File: src/rtl/uart_tx_buf.sv
// Buffered UART transmitter: 2^DEPTH_LOG2-byte FIFO feeding an 8N1 serial shifter.
// Define UART_TX_PARITY_EN to insert an even-parity bit between data and stop.
module uart_tx_buf #(
    parameter int CLK_FREQ   = 50_000_000,
    parameter int BPS_UART   = 115200,
    parameter int DEPTH_LOG2 = 4
) (
    input  logic                clk,
    input  logic                rst_n,
    input  logic                wr_en,
    input  logic [7:0]          wr_data,
    output logic                full,
    output logic                empty,
    output logic [DEPTH_LOG2:0] level,
    output logic                overflow,
    output logic                uart_busy,
    output logic                uart_txd
);

    localparam int CNT_UART = CLK_FREQ / BPS_UART;
    localparam int DEPTH    = 1 << DEPTH_LOG2;
    localparam int BAUD_W   = $clog2(CNT_UART + 1);

    // Handshake: a byte is accepted on any rising edge with wr_en=1 and full=0;
    // a write seen while full=1 is dropped and latches overflow.
    typedef enum logic [2:0] {
        IDLE,
        START,
        DATA,
        STOP
`ifdef UART_TX_PARITY_EN
        , PARITY
`endif
    } state_t;

    state_t                  state;
    logic [BAUD_W-1:0]       baud_cnt;
    logic [2:0]              bit_cnt;
    logic [7:0]              shifter;
`ifdef UART_TX_PARITY_EN
    logic                    parity_bit;
`endif

    logic [7:0]              mem [DEPTH];
    logic [DEPTH_LOG2-1:0]   wr_ptr;
    logic [DEPTH_LOG2-1:0]   rd_ptr;
    logic [7:0]              head;
    logic                    wr_ok;
    logic                    pop;
    logic                    baud_end;

    assign full  = (level == (DEPTH_LOG2 + 1)'(DEPTH));
    assign empty = (level == '0);
    assign head  = mem[rd_ptr];

    // A pop loads the shifter: from IDLE, or at the end of a stop bit for gapless frames.
    always_comb begin
        baud_end = (baud_cnt == BAUD_W'(CNT_UART - 1));
        wr_ok    = wr_en && !full;
        pop      = !empty && ((state == IDLE) || (state == STOP && baud_end));
    end

    always_ff @(posedge clk) begin
        if (wr_ok) begin
            mem[wr_ptr] <= wr_data;
        end
    end

    always_ff @(posedge clk or negedge rst_n) begin
        if (!rst_n) begin
            wr_ptr   <= '0;
            rd_ptr   <= '0;
            level    <= '0;
            overflow <= 1'b0;
        end else begin
            if (wr_ok) begin
                wr_ptr <= wr_ptr + 1'b1;
            end
            if (wr_en && full) begin
                overflow <= 1'b1;
            end
            if (pop) begin
                rd_ptr <= rd_ptr + 1'b1;
            end
            case ({wr_ok, pop})
                2'b10:   level <= level + (DEPTH_LOG2 + 1)'(1);
                2'b01:   level <= level - (DEPTH_LOG2 + 1)'(1);
                default: level <= level;
            endcase
        end
    end

    // Line outputs are registered from the current state, so the line trails the FSM by one clock.
    always_ff @(posedge clk or negedge rst_n) begin
        if (!rst_n) begin
            state      <= IDLE;
            baud_cnt   <= '0;
            bit_cnt    <= '0;
            shifter    <= '0;
`ifdef UART_TX_PARITY_EN
            parity_bit <= 1'b0;
`endif
            uart_txd   <= 1'b1;
            uart_busy  <= 1'b0;
        end else begin
            case (state)
                START:   uart_txd <= 1'b0;
                DATA:    uart_txd <= shifter[0];
`ifdef UART_TX_PARITY_EN
                PARITY:  uart_txd <= parity_bit;
`endif
                default: uart_txd <= 1'b1;
            endcase
            uart_busy <= (state != IDLE);

            if (state == IDLE || baud_end) begin
                baud_cnt <= '0;
            end else begin
                baud_cnt <= baud_cnt + 1'b1;
            end

            case (state)
                IDLE: begin
                    if (pop) begin
                        shifter    <= head;
`ifdef UART_TX_PARITY_EN
                        parity_bit <= ^head;
`endif
                        state      <= START;
                    end
                end
                START: begin
                    if (baud_end) begin
                        bit_cnt <= '0;
                        state   <= DATA;
                    end
                end
                DATA: begin
                    if (baud_end) begin
                        shifter <= shifter >> 1;
                        if (bit_cnt == 3'd7) begin
                            bit_cnt <= '0;
`ifdef UART_TX_PARITY_EN
                            state   <= PARITY;
`else
                            state   <= STOP;
`endif
                        end else begin
                            bit_cnt <= bit_cnt + 1'b1;
                        end
                    end
                end
`ifdef UART_TX_PARITY_EN
                PARITY: begin
                    if (baud_end) begin
                        state <= STOP;
                    end
                end
`endif
                STOP: begin
                    if (baud_end) begin
                        if (pop) begin
                            shifter    <= head;
`ifdef UART_TX_PARITY_EN
                            parity_bit <= ^head;
`endif
                            state      <= START;
                        end else begin
                            state <= IDLE;
                        end
                    end
                end
                default: state <= IDLE;
            endcase
        end
    end

endmodule
File: config.mk
export PLATFORM = sky130hd
export DESIGN_NAME = uart_tx_buf
export DESIGN_NICKNAME = d
export VERILOG_FILES = /design/src/rtl/uart_tx_buf.sv
export SDC_FILE = /design/constraint.sdc
export NUM_CORES = 1
export LEC_CHECK = 0
export ABC_AREA = 1
export CAP_MARGIN = 25
export CORE_MARGIN = 5
export CORE_UTILIZATION = 45
export CTS_CLUSTER_DIAMETER = 80
export DETAILED_ROUTE_END_ITERATION = 8
export GPL_TIMING_DRIVEN = 0
export MAX_ROUTING_LAYER = met4
export SYNTH_ARGS = -nofsm -noshare
export SYNTH_HDL_FRONTEND = slang
export SYNTH_SLANG_ARGS = --single-unit
File: constraint.sdc
create_clock -name clk -period 6.26 [get_ports clk]
set_input_delay 1.252 -clock clk [delete_from_list [all_inputs] [get_ports clk]]
set_output_delay 1.252 -clock clk [all_outputs]
set_load 0.005 [all_outputs]
==> results.sh <==
export IMPL_cts_root_buf="clkbuf_16"
export IMPL_dp_cells=983
export IMPL_vias_per_cell=5.08
export IMPL_slew_violations=0
export IMPL_tightest_slew_ns=0.857
export IMPL_power_density_mw_per_mm2=463
export IMPL_cts_buffers=17
export IMPL_syn_avg_cell_area_um2=10.1
export IMPL_ir_drop_mv=0.283
export IMPL_finalNonFillerCells=1015
export IMPL_wl_per_cell_um=16.8
export IMPL_required_ns=5.01
export IMPL_synth_area_top_cells="edfxtp_1, dfrtp_1, nand2_1"
export IMPL_drc=0
export IMPL_cts_tree="done"
export IMPL_synth_seq_cells=166
export IMPL_grt_usage_pct=18.5
export IMPL_post_synth_num_cell_types=37
export IMPL_grt_pass1_wl_um=26600
export IMPL_min_path_type="flip-flop to flip-flop"
export IMPL_gr_total_overflow=0
export IMPL_ant_nets=0
export IMPL_hold_viol_final=0
export IMPL_antenna_cells=0
export IMPL_clock_sinks=166
export IMPL_die_w_um=139
export IMPL_critPathLaunchType="flip-flop"
export IMPL_finalCriticalPeriod_ns=3.06
export IMPL_ys_seq_area_share_pct=64.2
export IMPL_layout_nets=811
export IMPL_yosys_top_cells_count="nand2_1, edfxtp_1, nand3_1"
export IMPL_slew_limit_headroom_pct=42.7
export IMPL_area_growth_pct=14.5
export IMPL_hpwl_um=11700
export IMPL_crit_type="flip-flop to output pin"
export IMPL_yosysTopAreaCell="edfxtp_1"
export IMPL_crit_arrival_ns=1.81
export IMPL_syn_inst=743
export IMPL_gp_congestion=0.947
export IMPL_vias=5157
export IMPL_finClkSkew_ns=0.0109
export IMPL_clk_pin_slew_ns=0.06
export IMPL_placed_cell_area_mm2=0.00795
export IMPL_io_pins=21
export IMPL_ys_warn_count=0
export IMPL_setup_viol=0
export IMPL_p_leak_nw=3.73
export IMPL_cap_viol_max_count=0
export IMPL_cts_buffer_depth=2
export IMPL_async_flop_share_pct=22.9
export IMPL_fmax_mhz=327
export IMPL_synth_most_common_cell="nand2_1"
export IMPL_dieArea_mm2=0.0193
export IMPL_drt_iter0_drc=539
export IMPL_drive_gt1_share_pct=8.43
export IMPL_status="complete, no violations"
export IMPL_crit_path_end_kind="output pin"
export IMPL_initial_core_util_pct=45.4
export IMPL_port_buffers=20
export IMPL_die_h_um=139
export IMPL_synth_fp_nets=772
export IMPL_drt_wl_total_um=17000
export IMPL_rsz0062_at_grt="false"
export IMPL_design_area_mm2=0.00856
export IMPL_antenna_found_initial=0
export IMPL_fin_util_pct=52.0
export IMPL_synth_edf_count=128
export IMPL_firstDrtPassIters=5
export IMPL_cts_resized=0
export IMPL_yosys_most_used_dff="edfxtp_1"
export IMPL_cts_setup_buffers=0
export IMPL_cts_htree_levels=4
export IMPL_grt_start_max_net_pins=39
export IMPL_cp_max_fo=5
export IMPL_setup_tns_ns=0
export IMPL_postCtsHoldBufs=0
export IMPL_rows=47
export IMPL_syn_area_mm2=0.00747
export IMPL_insertion_delay_ns=0.43
export IMPL_grt_pass1_vias=4936
export IMPL_yosys_area_top_type_share_pct=51.4
export IMPL_finalCritPeriodShare_pct=48.9
export IMPL_core_area_mm2=0.0165
power by group:
group	internal, W	leakage, nW	switching (W)
clock	0.000608	0.304	0.000470
sequential	0.00138	1.63	0.0000947
combinational	0.000453	1.80	0.000959
total	0.00244	3.73	0.00152
worst paths after layout:
| path | startpoint | end | slack [ns] | cells past startpoint |
|---|---|---|---|---|
| hold reg to reg | overflow$_DFFE_PN0P_ | overflow$_DFFE_PN0P_ | 0.46 | 1 |
| setup / recovery | level[0]$_DFFE_PN0P_ | empty | 3.20 | 4 |
| setup reg to reg | state[0]$_DFFE_PN0P_ | level[4]$_DFFE_PN0P_ | 3.46 | 16 |
| hold / removal | overflow$_DFFE_PN0P_ | overflow$_DFFE_PN0P_ | 0.46 | 1 |
| max in group asynchronous | rst_n | level[0]$_DFFE_PN0P_ | 4.79 | 1 |
| min in group asynchronous | rst_n | state[1]$_DFFE_PN0P_ | 0.93 | 1 |
flip-flops by register name, indices dropped and copies added, names as in the netlist:
signal and cells:
mem 128, rd_ptr 4, overflow 1, shifter 8
level 5, bit_cnt 3, uart_txd 1, uart_busy 1
baud_cnt 9, state 2, wr_ptr 4
metal layers:
| metal | global-route usage [%] | up-vias | share of wire, % |
|---|---|---|---|
| met5 | - | - | 0 |
| met4 | 8.60 | 0 | 3.3 |
| met3 | 3.62 | 39 | 6.4 |
| met2 | 28.1 | 199 | 47 |
| met1 | 24.3 | 2412 | 44 |
| li1 | - | 2507 | - |
through the flow:
step                total power (W)  setup slack, ns  hold WS [ns]
floorplan                   0.00241             3.56         0.449
global placement            0.00285             2.89         0.438
detailed placement          0.00289             2.82         0.444
CTS                         0.00397             3.16         0.459
global route                0.00420             3.09         0.476
finish                      0.00396             3.20         0.455
area by class of cell:
| class | instances | area (µm²) |
|---|---|---|
| Tap cell | 220 | 275 |
| Fill cell | 1465 | 7910 |
| Inverter | 88 | 330 |
| Clock buffer | 17 | 425 |
| Sequential cell | 166 | 4800 |
| Buffer | 27 | 136 |
| Timing Repair Buffer | 20 | 195 |
| Clock inverter | 15 | 188 |
| Multi-Input combinational cell | 462 | 2210 |
critical path, stage by stage, from the launching register on:
cell,delay (ns)
dfrtp_1,0.45
nor2_1,0.17
nand3_1,0.14
inv_1,0.12
clkdlybuf4s50_1,0.50
kinds of logic (layout without fill, tap and decap cells):
kind of cell | after synthesis | count (layout) | share of synthesized area (%)
fa+ha+maj | 18 | 18 | 3.11
compound gates | 34 | 34 | 2.54
flops | 166 | 166 | 64.2
simple gates | 403 | 403 | 23.1
buf+inv | 115 | 167 | 6.24
xor+xnor | 7 | 7 | 0.820
cell usage in the layout (no fill, tap or decap), types with 2 or more instances in the layout:
cell and instances:
nand2_1 243, edfxtp_1 128, nand3_1 86, inv_1 83
nor2_1 48, dfrtp_1 37, clkdlybuf4s50_1 19, ha_1 17
clkbuf_16 17, a21oi_1 14, buf_2 14, o21ai_0 12
clkbuf_1 9, xor2_1 6, nor3_1 5, inv_6 5
inv_2 4, nand2_4 4, nand4_1 4, inv_8 4
nor3b_1 3, buf_4 3, nand2_2 2, nor2_4 2
nor2_2 2, o21bai_1 2, o211ai_1 2, bufinv_16 2
clkinv_4 2
Power figures use the tool's default switching activity.
